===== config.mk =====
export PLATFORM = sky130hd
export DESIGN_NAME = bk16_accumulator
export DESIGN_NICKNAME = d
export VERILOG_FILES = /design/src/rtl/bk16_accumulator.sv
export SDC_FILE = /design/constraint.sdc
export NUM_CORES = 1
export LEC_CHECK = 0
export CAP_MARGIN = 30
export CORE_AREA = 2 2 70 138
export DETAILED_ROUTE_END_ITERATION = 10
export DIE_AREA = 0 0 72 140
export HOLD_SLACK_MARGIN = 0.08
export PLACE_DENSITY = 0.73
export SLEW_MARGIN = 20
export SYNTH_ARGS = -nofsm -noshare
export SYNTH_HDL_FRONTEND = slang
export SYNTH_SLANG_ARGS = --single-unit

===== constraint.sdc =====
create_clock -name clk -period 3.2 [get_ports clk]
set_input_delay 0.64 -clock clk [delete_from_list [all_inputs] [get_ports clk]]
set_output_delay 0.64 -clock clk [all_outputs]
set_load 0.03 [all_outputs]

===== src/rtl/bk16_accumulator.sv =====
// bk16_accumulator -- streaming frame accumulator for 16-bit unsigned samples.
//
// Low 16 bits of the running sum are produced by a single Brent-Kung prefix
// adder (BrentKung16b, included below). Its carry-out increments the upper
// bits of the accumulator. A frame ends on the beat that carries in_last.
// The frame total, beat count and overflow flag are then held on a
// valid/ready output until they are taken.
//
// Optional build macro: BK16_ACC_SAT_EN
//   undefined : the accumulator wraps modulo 2^ACC_W; out_ovf flags the wrap.
//   defined   : on overflow the accumulator clamps to all ones for the rest
//               of the frame; out_ovf flags the clamp.
//
// Ports
//   clk, rst_n           clock; asynchronous active-low reset
//   clr                  synchronous clear; abandons the frame in progress
//   in_valid/in_ready    sample handshake; in_data is the sample, in_last
//                        marks the final sample of a frame
//   out_valid/out_ready  result handshake
//   out_sum              frame total (ACC_W bits)
//   out_count            samples in the frame, saturating at 0xFFFF
//   out_ovf              accumulator exceeded ACC_W bits during the frame

module BrentKung16b (
  input  logic [15:0] A,
  input  logic [15:0] B,
  output logic [16:0] S
);
  // Stage 0 is bitwise generate/propagate. Stages 1..4 are the up-sweep
  // (group spans 2,4,8,16). Stages 5..7 are the down-sweep, which fills in
  // the remaining prefixes. Only generate is carried through the down-sweep.
  // The group propagate it needs is already final in p_s[4].
  logic [15:0] g_s [8];
  logic [15:0] p_s [5];

  assign g_s[0] = A & B;
  assign p_s[0] = A ^ B;

  for (genvar l = 0; l < 4; l++) begin : g_up
    for (genvar i = 0; i < 16; i++) begin : g_bit
      if (((i + 1) % (2 << l)) == 0) begin : g_op
        assign g_s[l+1][i] = g_s[l][i] | (p_s[l][i] & g_s[l][i-(1<<l)]);
        assign p_s[l+1][i] = p_s[l][i] & p_s[l][i-(1<<l)];
      end else begin : g_pass
        assign g_s[l+1][i] = g_s[l][i];
        assign p_s[l+1][i] = p_s[l][i];
      end
    end
  end

  // Down-sweep level l joins the node at i with the complete prefix at
  // i-2^l. Level 2 handles bit 11; level 1 handles bits 5, 9 and 13;
  // level 0 handles the even bits from 2 to 14.
  for (genvar l = 2; l >= 0; l--) begin : g_dn
    for (genvar i = 0; i < 16; i++) begin : g_bit
      if (i >= (2 << l) + (1 << l) - 1 && ((i + 1 - (1 << l)) % (2 << l)) == 0) begin : g_op
        assign g_s[7-l][i] = g_s[6-l][i] | (p_s[4][i] & g_s[6-l][i-(1<<l)]);
      end else begin : g_pass
        assign g_s[7-l][i] = g_s[6-l][i];
      end
    end
  end

  // Carry into bit i+1 is the prefix generate of bits [i:0] (carry-in is 0).
  assign S[0]    = p_s[0][0];
  assign S[15:1] = p_s[0][15:1] ^ g_s[7][14:0];
  assign S[16]   = g_s[7][15];

  // Some group propagates at the top of the up-sweep are not needed.
  logic unused_bk;
  assign unused_bk = ^p_s[4];
endmodule

module bk16_accumulator #(
  parameter int ACC_W = 24
) (
  input  logic             clk,
  input  logic             rst_n,
  input  logic             clr,
  input  logic             in_valid,
  output logic             in_ready,
  input  logic [15:0]      in_data,
  input  logic             in_last,
  output logic             out_valid,
  input  logic             out_ready,
  output logic [ACC_W-1:0] out_sum,
  output logic [15:0]      out_count,
  output logic             out_ovf
);
  localparam int HW = ACC_W - 16;

  typedef enum logic {ST_ACC, ST_HOLD} state_t;
  state_t state, state_nxt;

  logic [ACC_W-1:0] acc, acc_nxt;
  logic [15:0]      cnt, cnt_nxt;
  logic             ovf, ovf_nxt;
  logic [16:0]      s;
  logic [HW:0]      hi_sum;
  logic             beat;

  BrentKung16b u_bk (
    .A (acc[15:0]),
    .B (in_data),
    .S (s)
  );

  // The upper word is only an incrementer. Its carry-out is the overflow.
  assign hi_sum  = {1'b0, acc[ACC_W-1:16]} + {{HW{1'b0}}, s[16]};
  assign ovf_nxt = ovf | hi_sum[HW];
`ifdef BK16_ACC_SAT_EN
  // ovf is sticky, so once it is set the clamp holds for the whole frame.
  assign acc_nxt = ovf_nxt ? '1 : {hi_sum[HW-1:0], s[15:0]};
`else
  assign acc_nxt = {hi_sum[HW-1:0], s[15:0]};
`endif
  assign cnt_nxt = (cnt == 16'hFFFF) ? cnt : cnt + 16'd1;

  always_ff @(posedge clk or negedge rst_n) begin
    if (!rst_n) state <= ST_ACC;
    else        state <= state_nxt;
  end

  // in_ready is also gated by rst_n. During reset the state is already ACC,
  // so the gate keeps the port low while the block is held in reset.
  always_comb begin
    state_nxt = state;
    in_ready  = 1'b0;
    out_valid = 1'b0;
    beat      = 1'b0;
    case (state)
      ST_ACC: begin
        in_ready = !clr && rst_n;
        beat     = in_valid && in_ready;
        if (beat && in_last) state_nxt = ST_HOLD;
      end
      ST_HOLD: begin
        out_valid = 1'b1;
        if (out_ready) state_nxt = ST_ACC;
      end
      default: state_nxt = ST_ACC;
    endcase
    if (clr) state_nxt = ST_ACC;
  end

  always_ff @(posedge clk or negedge rst_n) begin
    if (!rst_n) begin
      acc       <= '0;
      cnt       <= '0;
      ovf       <= 1'b0;
      out_sum   <= '0;
      out_count <= '0;
      out_ovf   <= 1'b0;
    end else if (clr) begin
      acc <= '0;
      cnt <= '0;
      ovf <= 1'b0;
    end else if (beat) begin
      if (in_last) begin
        out_sum   <= acc_nxt;
        out_count <= cnt_nxt;
        out_ovf   <= ovf_nxt;
        acc       <= '0;
        cnt       <= '0;
        ovf       <= 1'b0;
      end else begin
        acc <= acc_nxt;
        cnt <= cnt_nxt;
        ovf <= ovf_nxt;
      end
    end
  end
endmodule


==> flow_metrics.tcl <==
set metrics [dict create \
    cts_tree "yes" \
    die_y_um 140 \
    dr.pass1.iters 4 \
    cp-end-kind "flop" \
    path_clk_slew_ps 70 \
    relSlewSlack_pct 67.9 \
    reg2reg_depth 15 \
    wl_um 10300 \
    rows 49 \
    clock_sinks 83 \
    wl_met2_um 5670 \
    fin_crit_ps 3070 \
    power_density_nw_per_um2 488 \
    intPower_mw 1.98 \
    finalCritPeriodShare_pct 95.9 \
    synth_largest_area_cell "dfrtp_1" \
    gp_congestion 0.838 \
    drive_above_1_share_pct 14.6 \
    start_kind "input pin" \
    route.vias.total 3479 \
    synth_top_family_by_area "compound AO/OA/AOI/OAI gates" \
    fill_cells 741 \
    leakage_nw 2.44 \
    synth_top_area_share_pct 47.2 \
    seqPwrFrac_pct 42.5 \
    multi_input_area_um2 2200 \
    synthAdderAreaFrac_pct 8.76 \
    final_nets 557 \
    hpwl_um 7270 \
    postSynth.asyncResetShare_pct 100 \
    tns_ps 0 \
    syn_area_um2 4400 \
    critPathMaxFanout 4 \
    maxSlewViolCount 0 \
    grt.overflow.total 0 \
    required_ps 3410 \
    comb_power_share_pct 19.3 \
    synth_fp_nets 482 \
    status "complete, no violations" \
    wirelength_met1_um 3970 \
    fin_hold_ws_ps 130 \
    syn_inst 434 \
    postRouteAntennaNets 0 \
    netlist_top_cells_area "dfrtp_1, ha_1, nand2_1, o21ai_0, fa_1" \
    synthSimpleGateAreaFrac_pct 15.9 \
    die-area_um2 10100 \
    antenna_found_initial 0 \
    via_per_inst 5.65 \
    grt_use_total_pct 22.2 \
    tightest_slew_ps 480 \
    power.net_switching_uw 768 \
    cts_root_buf "clkbuf_16" \
    grt_pass1_vias 3563 \
    insertion_delay_ps 340 \
    ys_warn_count 0 \
    rr_endpoint "ovf" \
    crit_type "in -> reg" \
    io_buffers 64 \
    synth.distinct_cells 52 \
    syn_avg_cell_area_um2 10.1 \
    antenna_cells 0 \
    postCtsHoldBufs 0 \
    setup_violations 0 \
    rsz0062_at_grt "no" \
    initial_utilization_pct 48.8 \
    reg2reg_from "acc[0]" \
    ir_drop_v 0.000350 \
    area_growth_pct 28.0 \
    core-area_um2 9010 \
    ys_seq_area_share_pct 47.2 \
    regArea_um2 2080 \
    io-pin-count 65 \
    min_path_type "in -> async" \
    max_freq_mhz 326 \
    r2r_setup_slack_ps 290 \
    fp.dieW_um 72 \
    clockPowerShare_pct 38.2 \
    grt_pass1_wl_um 17300 \
    swShare_pct 27.9 \
    critPathArrivalTime_ps 3280 \
    dr.first_iter.drc_count 259 \
    synthMuxAreaShare_pct 2.79 \
    wl_per_cell_um 16.7 \
    synth_seq_cells 83 \
    cts_buffer_depth 2 \
    yosys-top-cells-count "dfrtp_1, nand2_1, o21ai_0" \
    yosysMostFrequentCell "dfrtp_1" \
    drv_cap 0 \
    grt_start_max_net_pins 73 \
    hold_viol 0 \
    cts_made_buffers 9 \
    met3WireLength_um 337 \
    drcViolationCount 0 \
    synth_compound_area_share_pct 16.9 \
    top_layer "met4" \
    finClkSkew_ps 9.20 \
    synthFlopType "dfrtp_1" \
    synth_xor_area_share_pct 4.18 \
    cts_max_level 3 \
    synth-edff-count 0 \
]
layer usage:
layer	vias up	global-route usage [%]
met5	-	0
met1	1690	24.8
met2	81	39.2
met3	18	4.24
met4	0	11.3
li1	1690	-
worst max path at each step:
stage / from / to / slack, ps / cells past startpoint
detailed placement: in_data[0] / ovf / -540 / 16
floorplan: in_data[0] / ovf / 30 / 15
global placement: in_data[0] / ovf / -410 / 16
finish: in_data[4] / ovf / 130 / 14
global route: in_data[4] / ovf / 10 / 14
CTS: in_data[0] / ovf / 2 / 16
critical path, stage by stage:
cell and delay (ps):
clkdlybuf4s50_1 440, ha_1 350, a21o_1 200, a21oi_1 220, a21oi_2 90, nor3_2 140
o21ai_1 100, ha_2 200, ha_4 160, and3_4 160, and3_4 190, and3_4 180
a21oi_1 150, a21oi_1 60
placed cells by master (no fill, tap or decap), drive strengths merged, types with 11 or more instances in the layout:
cell and instances:
nand3 13, inv 19, ha 18, a21oi 26
nand2 58, buf 26, nor2 11, o21ai 55
xnor2 17, clkdlybuf4s50 62, dfrtp 83
final cells by class:
cell class / count / share of cell area, %
Clock buffer: 10 / 4.24
Clock inverter: 6 / 1.13
Inverter: 18 / 1.20
Multi-Input combinational cell: 308 / 39.0
Sequential cell: 83 / 36.9
Tap cell: 102 / 2.27
Timing Repair Buffer: 89 / 15.3
kinds of logic (layout without fill, tap and decap cells):
kind of cell	Yosys count	after routing
AO/OA/AOI/OAI	123	123
XOR/XNOR	21	21
adder cells (fa/ha/maj)	26	26
buffers and inverters	43	123
flip-flops	83	83
multiplexers	11	11
AND/OR/NAND/NOR	127	127
timing repair:
item / CTS / global route
endpoints found under the setup margin: 7 / 8
setup buffers: 0 / 2
pin swaps: 3 / 6
resized for setup: 9 / 9
power by group through the flow:
stage          Sequential, mW  Clock, mW  Combinational, mW
3_3_place_gp             1.18          0              0.517
6_report                 1.17       1.05              0.531
3_5_place_dp             1.19          0              0.525
5_1_grt                  1.18       1.11              0.573
4_1_cts                  1.17       1.07              0.532
2_1_floorplan            1.31          0              0.147
flip-flops by register name, summed over array words and instances, names as in the netlist:
signal,count
out_ovf,1
state,1
out_count,16
cnt,16
ovf,1
out_sum,24
acc,24
stage by stage:
| step | power (mW) | cell area, µm² | worst slack (ps) | cells | util (%) |
|---|---|---|---|---|---|
| CTS | 2.77 | 5560 | 1.81 | 613 | 61.7 |
| floorplan | 1.46 | 4400 | 33.7 | 434 | - |
| detailed placement | 1.71 | 5220 | -538 | 597 | 58.0 |
| finish | 2.75 | 5630 | 130 | 616 | 62.5 |
| global placement | 1.70 | 5220 | -413 | 597 | 58.0 |
| global route | 2.86 | 5630 | 10.1 | 616 | 62.5 |
No activity file was read; power rests on OpenSTA's default activity.
